<file path="config.mk">
export PLATFORM = sky130hd
export DESIGN_NAME = gray_event_monitor
export DESIGN_NICKNAME = d
export VERILOG_FILES = /design/src/rtl/gray_mon_pkg.sv /design/src/rtl/event_fifo.sv /design/src/rtl/gray_event_monitor.sv
export SDC_FILE = /design/constraint.sdc
export NUM_CORES = 1
export LEC_CHECK = 0
export ABC_CLOCK_PERIOD_IN_PS = 2850
export CAP_MARGIN = 40
export CORE_AREA = 2 2 90 92
export CTS_CLUSTER_SIZE = 28
export DETAILED_ROUTE_END_ITERATION = 16
export DIE_AREA = 0 0 92 94
export MAX_ROUTING_LAYER = met4
export PLACE_DENSITY = 0.72
export SYNTH_ARGS = -nofsm -noshare
export SYNTH_HDL_FRONTEND = slang
export SYNTH_SLANG_ARGS = --single-unit
export TNS_END_PERCENT = 10
</file>
<file path="constraint.sdc">
create_clock -name clk -period 2.85 [get_ports clk]
set_input_delay 0.57 -clock clk [delete_from_list [all_inputs] [get_ports clk]]
set_output_delay 0.57 -clock clk [all_outputs]
set_load 0.01 [all_outputs]
</file>
<file path="src/rtl/gray_mon_pkg.sv">
// gray_mon_pkg: shared state encoding, widths and Gray helper functions for the event monitor
package gray_mon_pkg;

    localparam int GM_W     = 4;
    localparam int GM_TS_W  = 8;
    localparam int GM_REC_W = GM_W + GM_TS_W;
    localparam int FN_W     = 16;
    localparam int PC_W     = $clog2(FN_W + 1);

    typedef enum logic [1:0] {S_IDLE, S_TRACK, S_FAULT} state_t;

    // Decode from the MSB down; zero-extended inputs decode to zero-extended results
    function automatic logic [FN_W-1:0] gray2bin(input logic [FN_W-1:0] g);
        logic [FN_W-1:0] b;
        b[FN_W-1] = g[FN_W-1];
        for (int i = FN_W - 2; i >= 0; i--) b[i] = b[i+1] ^ g[i];
        return b;
    endfunction

    function automatic logic [PC_W-1:0] popcount(input logic [FN_W-1:0] v);
        logic [PC_W-1:0] p;
        p = '0;
        for (int i = 0; i < FN_W; i++) p = p + PC_W'(v[i]);
        return p;
    endfunction

endpackage

</file>
<file path="src/rtl/event_fifo.sv">
// event_fifo: synchronous FIFO with first-word fall-through head and wrap-bit full/empty detection
module event_fifo #(
    parameter int WIDTH = 12,
    parameter int DEPTH = 4
) (
    input  logic             clk,
    input  logic             rst,
    input  logic             push_i,
    input  logic [WIDTH-1:0] data_i,
    input  logic             pop_i,
    output logic [WIDTH-1:0] data_o,
    output logic             valid_o,
    output logic             full_o
);

    localparam int AW = $clog2(DEPTH);

    logic [WIDTH-1:0] mem_q [DEPTH];
    logic [AW:0]      wr_q, rd_q;
    logic             empty, do_pop, do_push;

    assign empty   = wr_q == rd_q;
    assign full_o  = wr_q == {~rd_q[AW], rd_q[AW-1:0]};
    assign do_pop  = pop_i & ~empty;
    assign do_push = push_i & (~full_o | do_pop);
    assign valid_o = ~empty;
    assign data_o  = empty ? '0 : mem_q[rd_q[AW-1:0]];

    // Pointer advance; a pop frees the slot a same-cycle push into a full FIFO lands in
    always_ff @(posedge clk) begin
        if (rst) begin
            wr_q <= '0;
            rd_q <= '0;
        end else begin
            wr_q <= wr_q + (AW+1)'(do_push);
            rd_q <= rd_q + (AW+1)'(do_pop);
        end
    end

    // Storage needs no reset: the head is masked to zero while empty
    always_ff @(posedge clk) begin
        if (do_push) mem_q[wr_q[AW-1:0]] <= data_i;
    end

endmodule

</file>
<file path="src/rtl/gray_event_monitor.sv">
// gray_event_monitor: decodes Gray samples, checks single-bit steps, counts events and queues timestamped records
module gray_event_monitor
    import gray_mon_pkg::*;
#(
    parameter int W     = GM_W,
    parameter int TS_W  = GM_TS_W,
    parameter int DEPTH = 4,
    parameter int CNT_W = 8
) (
    input  logic              clk,
    input  logic              rst,
    input  logic [W-1:0]      gray_in,
    input  logic              gray_valid,
    input  logic              det_in,
    input  logic              clr,
    output logic [W-1:0]      bin_out,
    output logic              bin_valid,
    output logic              seq_err,
    output logic              ovf,
    output logic [CNT_W-1:0]  evt_cnt,
    output logic [CNT_W-1:0]  err_cnt,
    output logic [W+TS_W-1:0] evt_data,
    output logic              evt_valid,
    input  logic              evt_ready
);

    localparam int REC_W = W + TS_W;

    state_t           state_q, state_d;
    logic [W-1:0]     prev_q, prev_d, bin_q, bin_d, bin_now;
    logic             bin_valid_q, ovf_q, ovf_d;
    logic [TS_W-1:0]  ts_q;
    logic [CNT_W-1:0] evt_cnt_q, evt_cnt_d, err_cnt_q, err_cnt_d;
    logic [FN_W-1:0]  bin_wide;
    logic             evt, illegal, full, pop;

    assign bin_wide = gray2bin(FN_W'(gray_in));
    assign bin_now  = bin_wide[W-1:0];
    assign evt      = det_in & gray_valid;
    assign pop      = evt_valid & evt_ready;
    assign illegal  = gray_valid && state_q != S_IDLE && popcount(FN_W'(gray_in ^ prev_q)) > PC_W'(1);

    // Step-check FSM: first sample after reset is unchecked, a bad step parks in S_FAULT until clr
    always_comb begin
        state_d = state_q;
        unique case (state_q)
            S_IDLE:  if (gray_valid) state_d = S_TRACK;
            S_TRACK: if (illegal && !clr) state_d = S_FAULT;
            S_FAULT: if (clr) state_d = S_TRACK;
            default: state_d = S_IDLE;
        endcase
    end

    // Datapath next state; clr beats same-cycle increments and the overflow flag
    always_comb begin
        prev_d    = gray_valid ? gray_in : prev_q;
        bin_d     = gray_valid ? bin_now : bin_q;
        evt_cnt_d = clr ? '0 : (evt && evt_cnt_q != '1) ? evt_cnt_q + 1'b1 : evt_cnt_q;
        err_cnt_d = clr ? '0 : (illegal && err_cnt_q != '1) ? err_cnt_q + 1'b1 : err_cnt_q;
        ovf_d     = clr ? 1'b0 : ovf_q | (evt & full & ~pop);
    end

    // State registers
    always_ff @(posedge clk) begin
        if (rst) begin
            state_q     <= S_IDLE;
            prev_q      <= '0;
            bin_q       <= '0;
            bin_valid_q <= 1'b0;
            ts_q        <= '0;
            ovf_q       <= 1'b0;
            evt_cnt_q   <= '0;
            err_cnt_q   <= '0;
        end else begin
            state_q     <= state_d;
            prev_q      <= prev_d;
            bin_q       <= bin_d;
            bin_valid_q <= gray_valid;
            ts_q        <= ts_q + 1'b1;
            ovf_q       <= ovf_d;
            evt_cnt_q   <= evt_cnt_d;
            err_cnt_q   <= err_cnt_d;
        end
    end

    event_fifo #(.WIDTH(REC_W), .DEPTH(DEPTH)) u_fifo (
        .clk     (clk),
        .rst     (rst),
        .push_i  (evt),
        .data_i  ({bin_now, ts_q}),
        .pop_i   (evt_ready),
        .data_o  (evt_data),
        .valid_o (evt_valid),
        .full_o  (full)
    );

    assign bin_out   = bin_q;
    assign bin_valid = bin_valid_q;
    assign seq_err   = state_q == S_FAULT;
    assign ovf       = ovf_q;
    assign evt_cnt   = evt_cnt_q;
    assign err_cnt   = err_cnt_q;

endmodule
</file>
==> impl_metrics.csv, run 1 <==
group,metric,value,unit
worst_hold_path,min_from,"ovf$_SDFF_PP0_",
timing,tightest_slew,0.513,ns
cts,clk_pin_slew_worst_paths,0.09,ns
worst_hold_path,hold_class,"flop to flop",
synth,synth-compound-area-share,3.92,%
worst_setup_path,r2r_cells,10,
worst_setup_path,r2r_slack,0.86,ns
power,pwr_density_cell,576,nW/um2
detailed_routing,vias,2401,
synth,synth_adder_area_share,2.83,%
detailed_routing,first_iter_violations,123,
power,power.leakage,1.64,nW
synth,synth_top_family_by_area,"simple AND/OR/NAND/NOR gates",
global_routing,grt_start_max_net_pins,19,
synth,synth-seq-cells,89,
global_routing,grt_use_total,16.8,%
global_routing,grt_remaining_overflow,0,
cts,htreeDepth,3,
timing,final_max_slew_viol_count,0,
die,dieArea,8650,um2
layout,multiInputGateArea,1460,um2
die,io_pins,46,
die,die_x,92,um
layout,fin_area,4620,um2
worst_setup_path,arrival,2.11,ns
power,vdd_drop_max,0.000343,V
worst_setup_path,cp-start-kind,"flop",
synth,yosysUniqueCellTypes,41,
worst_setup_path,end_kind,"output port",
power,p_clk_share,31.0,%
detailed_routing,detail_route.wl_per_cell,14.3,um
run_status,status,"finished, final reports clean",
detailed_routing,drc_errors,0,
die,start_util,50.0,%
layout,area_growth,21.4,%
placement,place_congestion,0.815,
timing,slew_headroom,65.6,%
timing,finalCritPeriodShare,94.0,%
layout,drive_gt1_share,14.0,%
synth,synth-async-reset-ratio,0,%
worst_setup_path,critPathTopFamily,"buffers and inverters",
detailed_routing,firstDrtPassIters,4,
synth,syn-num-nets,313,
layout,nFillCells,608,
cts,insertion_delay,0.35,ns
die,coreArea,7610,um2
synth,synth_edf_count,48,
synth,ys.flop_type,"edfxtp_1",
worst_hold_path,min_path_cells,2,
timing,fmax,373,MHz
detailed_routing,via_per_inst,5.24,
layout,n_antenna_cell,0,
timing,hold_viol_final,0,
cts,clkSinkCount,89,
die,row_count,32,
worst_setup_path,cp_max_fo,14,
die,dieHeight,94,um
flow_run,drv_cap,0,
worst_setup_path,critPathRequiredTime,2.28,ns
layout,nets,369,
global_routing,grt_pass1_wl,11000,um
cts,numCtsBuffers,9,
worst_setup_path,cp.buffers_inverters,3,
cts,root_buffer,"clkbuf_8",
synth,synthMuxAreaShare,10.3,%
worst_hold_path,hold_end,"ovf$_SDFF_PP0_",
cts,ctsHoldBuffers,0,
cts,cts_buffer_depth,2,
placement,dpl.hpwl,4570,um
synth,synthXorXnorAreaFrac,5.03,%
worst_setup_path,slowest_delay,0.55,ns
worst_setup_path,worst_path_max_delay_cell,"clkdlybuf4s50_1",
synth,ys_warn_count,0,
synth,ys_seq_area_share,59.5,%
power,p_sw,0.699,mW
detailed_routing,antenna_left,0,
synth,postSynthAreaPerCell,12.9,um2
global_routing,first_global_vias,2253,
layout,sequential_cell_area,2260,um2
power,pwr-share-seq,53.1,%
power,netSwitchingFraction,26.3,%
timing,setup_violations,0,
worst_setup_path,crit_type,"flop to output port",
power,power.internal,1.96,mW
synth,netlist_area,3800,um2
worst_setup_path,r2r_start,"u_fifo.rd_q[0]$_SDFF_PP0_",
timing,setup_tns,0,ns
placement,placed_area,4410,um2
detailed_routing,wirelength,6570,um
synth,synthSimpleGateAreaFrac,16.4,%
placement,port_buffers,45,
timing,finalClockSkew,0.0138,ns
timing,rsz0062_at_grt,"false",
power,combPwrFrac,15.9,%
timing,period_needed,2.68,ns
worst_setup_path,crit_chain,"buf_6 -> xor2_1 -> nor2_1 -> and2_1 -> buf_4 -> nor2b_1 -> clkdlybuf4s50_1",
synth,postSynthCellCount,295,
cts,cts_tree,"built",
global_routing,antenna_found_initial,0,
worst_setup_path,r2r_end,"u_fifo.rd_q[2]$_SDFF_PP0_",
==> through the flow <==
| step | util (%) | instances | hold slack, ns | total power [mW] | setup slack [ns] |
|---|---|---|---|---|---|
| finish | 60.7 | 458 | 0.476 | 2.66 | 0.171 |
| CTS | 60.6 | 458 | 0.489 | 2.69 | 0.0629 |
| global route | 60.7 | 458 | 0.510 | 2.78 | 0.0322 |
| floorplan | - | 295 | 0.449 | 1.69 | 0.527 |
| global placement | 58.0 | 442 | 0.467 | 1.86 | 0.246 |
| detailed placement | 58.0 | 442 | 0.467 | 1.87 | 0.167 |
==> cell type report <==
type                       count  share of cell area, %
tap                          102                   2.76
inverter                       6                  0.488
multi-input combinational    188                   31.7
timing repair buffer          57                   11.8
sequential                    89                   49.0
clock buffer                   9                   2.68
clock inverter                 7                   1.55
==> kinds of logic after synthesis <==
family | Yosys count
flip-flops | 89
adder cells (fa/ha/maj) | 8
buffers and inverters | 18
multiplexers | 24
AND/OR/NAND/NOR | 114
XOR/XNOR | 21
AO/OA/AOI/OAI | 21
==> how the worst max path moves through the flow <==
stage                                    startpoint                      endpoint  slack, ns  cells after the start
after floorplan                          gray_valid  u_fifo.mem_q[0][0]$_DFFE_PP_       0.53                      4
final                     u_fifo.rd_q[0]$_SDFF_PP0_                   evt_data[1]       0.17                      7
after global routing      u_fifo.rd_q[0]$_SDFF_PP0_                   evt_data[0]       0.03                      7
after global placement                   gray_in[1]       err_cnt[5]$_SDFFE_PP0P_       0.25                      6
after CTS                 u_fifo.rd_q[0]$_SDFF_PP0_                   evt_data[9]       0.06                      7
after detailed placement                 gray_in[1]       err_cnt[4]$_SDFFE_PP0P_       0.17                      6
==> power groups by stage <==
| stage | Clock, mW | Combinational (mW) | Sequential (mW) |
|---|---|---|---|
| final | 0.823 | 0.422 | 1.41 |
| after global routing | 0.901 | 0.464 | 1.42 |
| after CTS | 0.847 | 0.430 | 1.41 |
| after detailed placement | 0 | 0.429 | 1.44 |
| after global placement | 0 | 0.425 | 1.44 |
| after floorplan | 0 | 0.251 | 1.44 |
==> cell usage after synthesis, types with 2 or more instances <==
cell      instances  area share (%)
or3_1             6            0.99
clkbuf_1          6            0.59
nor2_1           29             2.9
a21oi_1           3            0.39
nand2_1          13             1.3
nand4_1           7             1.2
xnor2_1          12             2.8
and3_1            4            0.66
o21ai_1           2            0.26
buf_4             2            0.39
mux2i_1          12             3.2
a211oi_1          4            0.79
o21ai_0           3            0.39
nor2b_1          20             3.3
xor2_1            8             1.8
and4_1            2            0.46
mux4_2           12             7.1
buf_2             3            0.39
inv_1             6            0.59
nor4_2            4             1.3
dfxtp_1          41              22
ha_1              7             2.3
nor3_1            8             1.1
o21a_1            2            0.39
and3b_1           2            0.46
edfxtp_1         48              38
nand3_1          12             1.6
o31ai_1           2            0.39
and2_1            3            0.49
==> metal layers <==
metal  wire length, um  global-route usage [%]  vias up
met1              3180                    22.3     1155
met2              3090                    26.7       47
li1                  -                       -     1191
met5                 0                       -        -
met3               191                    2.17        8
met4               103                    6.72        0
==> timing repair <==
action	4_1_cts	5_1_grt
endpoints found under the setup margin	0	2
setup buffers	0	0
gates resized for setup	0	2
==> sequential cells by signal, summed over array words and instances (netlist names), 2 cells and up <==
signal and flops:
u_fifo.rd_q 3, ts_q 8, err_cnt 8, bin_out 3
u_fifo.wr_q 3, evt_cnt 8, u_fifo.mem_q 48, state_q 2
prev_q 4
==> worst reg2reg max path, delay by kind of cell (launching register included) <==
kind	cells	cell delay, ns
xor gates and xnor gates	2	0.31
adders and majority gates	2	0.39
buffers and inverters	2	0.34
DFF	1	0.33
and+or+nand+nor	4	0.50
==> cells in the final DEF (no fill, tap or decap), types with 6 or more instances in the layout <==
| master | instances |
|---|---|
| nor3_1 | 8 |
| nor2_1 | 29 |
| nand3_1 | 12 |
| edfxtp_1 | 48 |
| or3_1 | 6 |
| buf_4 | 11 |
| nand4_1 | 7 |
| inv_1 | 6 |
| xor2_1 | 8 |
| xnor2_1 | 12 |
| clkbuf_8 | 9 |
| mux4_2 | 12 |
| clkdlybuf4s50_1 | 44 |
| ha_1 | 7 |
| nor2b_1 | 20 |
| dfxtp_1 | 41 |
| nand2_1 | 13 |
| mux2i_1 | 12 |
Note: power is estimated with default switching activity, not from simulation.
==> run 2: changes to the inputs <==
--- a/config.mk
+++ b/config.mk
@@ -5,14 +5,14 @@
 export SDC_FILE = /design/constraint.sdc
 export NUM_CORES = 1
 export LEC_CHECK = 0
+export ABC_AREA = 1
 export ABC_CLOCK_PERIOD_IN_PS = 2850
 export CAP_MARGIN = 40
-export CORE_AREA = 2 2 90 92
+export CORE_AREA = 2 2 91 93
 export CTS_CLUSTER_SIZE = 28
 export DETAILED_ROUTE_END_ITERATION = 16
-export DIE_AREA = 0 0 92 94
-export MAX_ROUTING_LAYER = met4
-export PLACE_DENSITY = 0.72
+export DIE_AREA = 0 0 93 95
+export PLACE_DENSITY = 0.73
 export SYNTH_ARGS = -nofsm -noshare
 export SYNTH_HDL_FRONTEND = slang
 export SYNTH_SLANG_ARGS = --single-unit
==> run 2 against run 1 <==
  * Sequential power hardly changed
  * Die area is 2.2% higher
  * Area after synthesis is 3.1% higher
  * Synthesized cell count is 46% higher
  * Cell count is 29% higher
  * Cell area is 2.2% higher
  * Global-route usage is 1.9 points higher
==> impl_metrics.csv, run 2 <==
group,metric,value,unit
synth,synth_edf_count,48,
synth,ys.flop_type,"edfxtp_1",
global_routing,met3_usage,3.91,%
detailed_routing,vias,2960,
worst_setup_path,critPathRequiredTime,2.28,ns
timing,setup_tns,0,ns
synth,synth-async-reset-ratio,0,%
cts,clkSinkCount,89,
die,die_x,93,um
cts,cts_tree,"built",
timing,fmax,371,MHz
timing,slew_headroom,64.0,%
layout,area_growth,20.4,%
timing,finalCritPeriodShare,94.5,%
layout,sequential_cell_area,2260,um2
detailed_routing,antenna_left,0,
layout,most-common-layout-cells,"nand2_1, nor2_1, inv_1, edfxtp_1, clkdlybuf4s50_1",
synth,ys_seq_area_share,57.7,%
worst_setup_path,worst_path_max_delay_cell,"clkdlybuf4s50_1",
timing,final_max_slew_viol_count,0,
power,vdd_drop_max,0.000225,V
worst_hold_path,min_path_cells,2,
global_routing,first_global_vias,2851,
worst_setup_path,cp.buffers_inverters,2,
timing,period_needed,2.69,ns
cts,clk_pin_slew_worst_paths,0.09,ns
die,io_pins,46,
synth,synth.top_cell.area_share,36.8,%
worst_setup_path,crit_chain,"xor2_1 -> a21oi_2 -> nand2_2 -> nand2_1 -> inv_1 -> clkdlybuf4s50_1",
global_routing,busiest_layer,"met2",
worst_setup_path,crit_cells,6,
flow_run,drv_cap,0,
placement,dpl.hpwl,5180,um
detailed_routing,wirelength,7610,um
die,start_util,49.4,%
synth,synth_top_cell_by_area,"edfxtp_1",
worst_setup_path,end_kind,"output port",
synth,ys_warn_count,0,
synth,yosysUniqueCellTypes,28,
synth,synth-seq-cells,89,
placement,place_ws,0.252,ns
synth,synth_common_cells,"nand2_1, nor2_1, inv_1",
timing,finalClockSkew,0.00779,ns
cts,cts_setup_buffers,0,
worst_setup_path,r2r_slack,0.98,ns
worst_setup_path,slowest_delay,0.53,ns
worst_setup_path,critPathTopFamily,"buffers and inverters",
global_routing,grtUsageMet1,23.8,%
placement,port_buffers,45,
layout,largest_register_ffs,48,
timing,setup_violations,0,
detailed_routing,firstDrtPassIters,5,
power,power.leakage,1.84,nW
detailed_routing,first_iter_violations,112,
cts,htreeDepth,3,
detailed_routing,via_per_inst,4.99,
synth,postSynthAreaPerCell,9.12,um2
worst_hold_path,hold_class,"flop to flop",
worst_setup_path,cp-start-kind,"flop",
power,pwr_density_cell,592,nW/um2
run_status,status,"finished, final reports clean",
timing,worst_slack,0.156,ns
synth,syn-num-nets,448,
placement,place_congestion,0.832,
cts,insertion_delay,0.35,ns
synth,netlist_top_cells_area,"edfxtp_1, dfxtp_1, nand2_1",
timing,tightest_slew,0.537,ns
layout,nFillCells,691,
worst_setup_path,crit_type,"flop to output port",
cts,root_buffer,"clkbuf_8",
global_routing,use_met2,32.0,%
worst_setup_path,cp_max_fo,14,
layout,drive_gt1_share,6.97,%
cts,cts_buffer_depth,2,
cts,numCtsBuffers,9,
die,row_count,33,
global_routing,grt_start_max_net_pins,26,
detailed_routing,detail_route.wl_per_cell,12.8,um
layout,nets,501,
layout,multiInputGateArea,1370,um2
die,dieHeight,95,um
global_routing,grt_use_total,18.7,%
timing,hold_viol_final,0,
layout,n_antenna_cell,0,
synth,netlist_area,3920,um2
die,dieArea,8840,um2
synth,postSynthCellCount,430,
detailed_routing,drc_errors,0,
timing,rsz0062_at_grt,"false",
global_routing,antenna_found_initial,0,
worst_setup_path,r2r_cells,9,
die,coreArea,7930,um2
global_routing,grt_pass1_wl,13000,um
worst_setup_path,arrival,2.12,ns
global_routing,grt_remaining_overflow,0,
run 2: changes by cell type in the layout (fill, tap and decap cells not counted), moves of 6 or more:
cell	change
o21ai_0	+20
nand3_1	+9
nor2_1	+46
nor2b_1	-20
mux4_2	-12
mux2i_1	-12
inv_1	+49
nand2_1	+62
or3_1	-6
o32ai_1	+12
a21oi_1	+18
run 2: worst paths after layout:
| check | from | end |
|---|---|---|
| max | u_fifo.rd_q[0]$_SDFF_PP0_ | evt_data[11] |
| min | ovf$_SDFF_PP0_ | ovf$_SDFF_PP0_ |
| max reg2reg | u_fifo.rd_q[0]$_SDFF_PP0_ | u_fifo.rd_q[2]$_SDFF_PP0_ |
| min reg2reg | ovf$_SDFF_PP0_ | ovf$_SDFF_PP0_ |
run 2: area by class of cell:
type,instances,area share [%]
multi-input combinational,272,29.1
timing repair buffer,55,11.1
clock inverter,7,1.94
tap,105,2.78
inverter,56,4.46
sequential,89,48.0
clock buffer,9,2.63
run 2: kinds of logic (layout without fill, tap and decap cells):
family          after synthesis  after routing  share of synthesized area, %
flops                        89             89                          57.7
simple gates                188            188                          19.6
fa+ha+maj                     8              8                          2.74
xor+xnor                     14             14                          3.13
compound gates               62             62                          9.54
buf+inv                      69            127                          7.28
run 2: repair_timing:
item / CTS / global route
setup endpoints to repair: 2 / 0
hold buffers: 0 / 0
resized for setup: 1 / 0
run 2: per-layer routing:
| layer | vias to the layer above | wire [um] |
|---|---|---|
| li1 | 1524 | - |
| met1 | 1366 | 3600 |
| met2 | 59 | 3670 |
| met3 | 11 | 227 |
| met4 | 0 | 113 |
| met5 | - | 0 |
run 2: stage by stage:
stage / total power, mW / area (um2) / util (%) / std cells / hold slack (ns)
floorplan: 1.71 / 3920 / - / 430 / 0.454
global placement: 1.88 / 4500 / 56.8 / 577 / 0.453
detailed placement: 1.89 / 4500 / 56.8 / 577 / 0.449
CTS: 2.81 / 4720 / 59.5 / 593 / 0.463
global route: 2.93 / 4720 / 59.5 / 593 / 0.489
finish: 2.79 / 4720 / 59.5 / 593 / 0.456
run 2: power by group:
group          internal, mW  leakage, nW  switching, mW
registers              1.39        0.774         0.0309
clock network         0.493        0.108          0.444
logic                 0.197        0.955          0.241
total                  2.08         1.84          0.716
run 2: worst reg2reg max path: cells and delay by family (launching register included):
family	cells	cell delay [ns]
DFF	1	0.49
adders and majority gates	2	0.39
and+or+nand+nor	3	0.39
xor gates and xnor gates	2	0.29
AOI/OAI and AO/OA	1	0.17
buffers and inverters	1	0.05
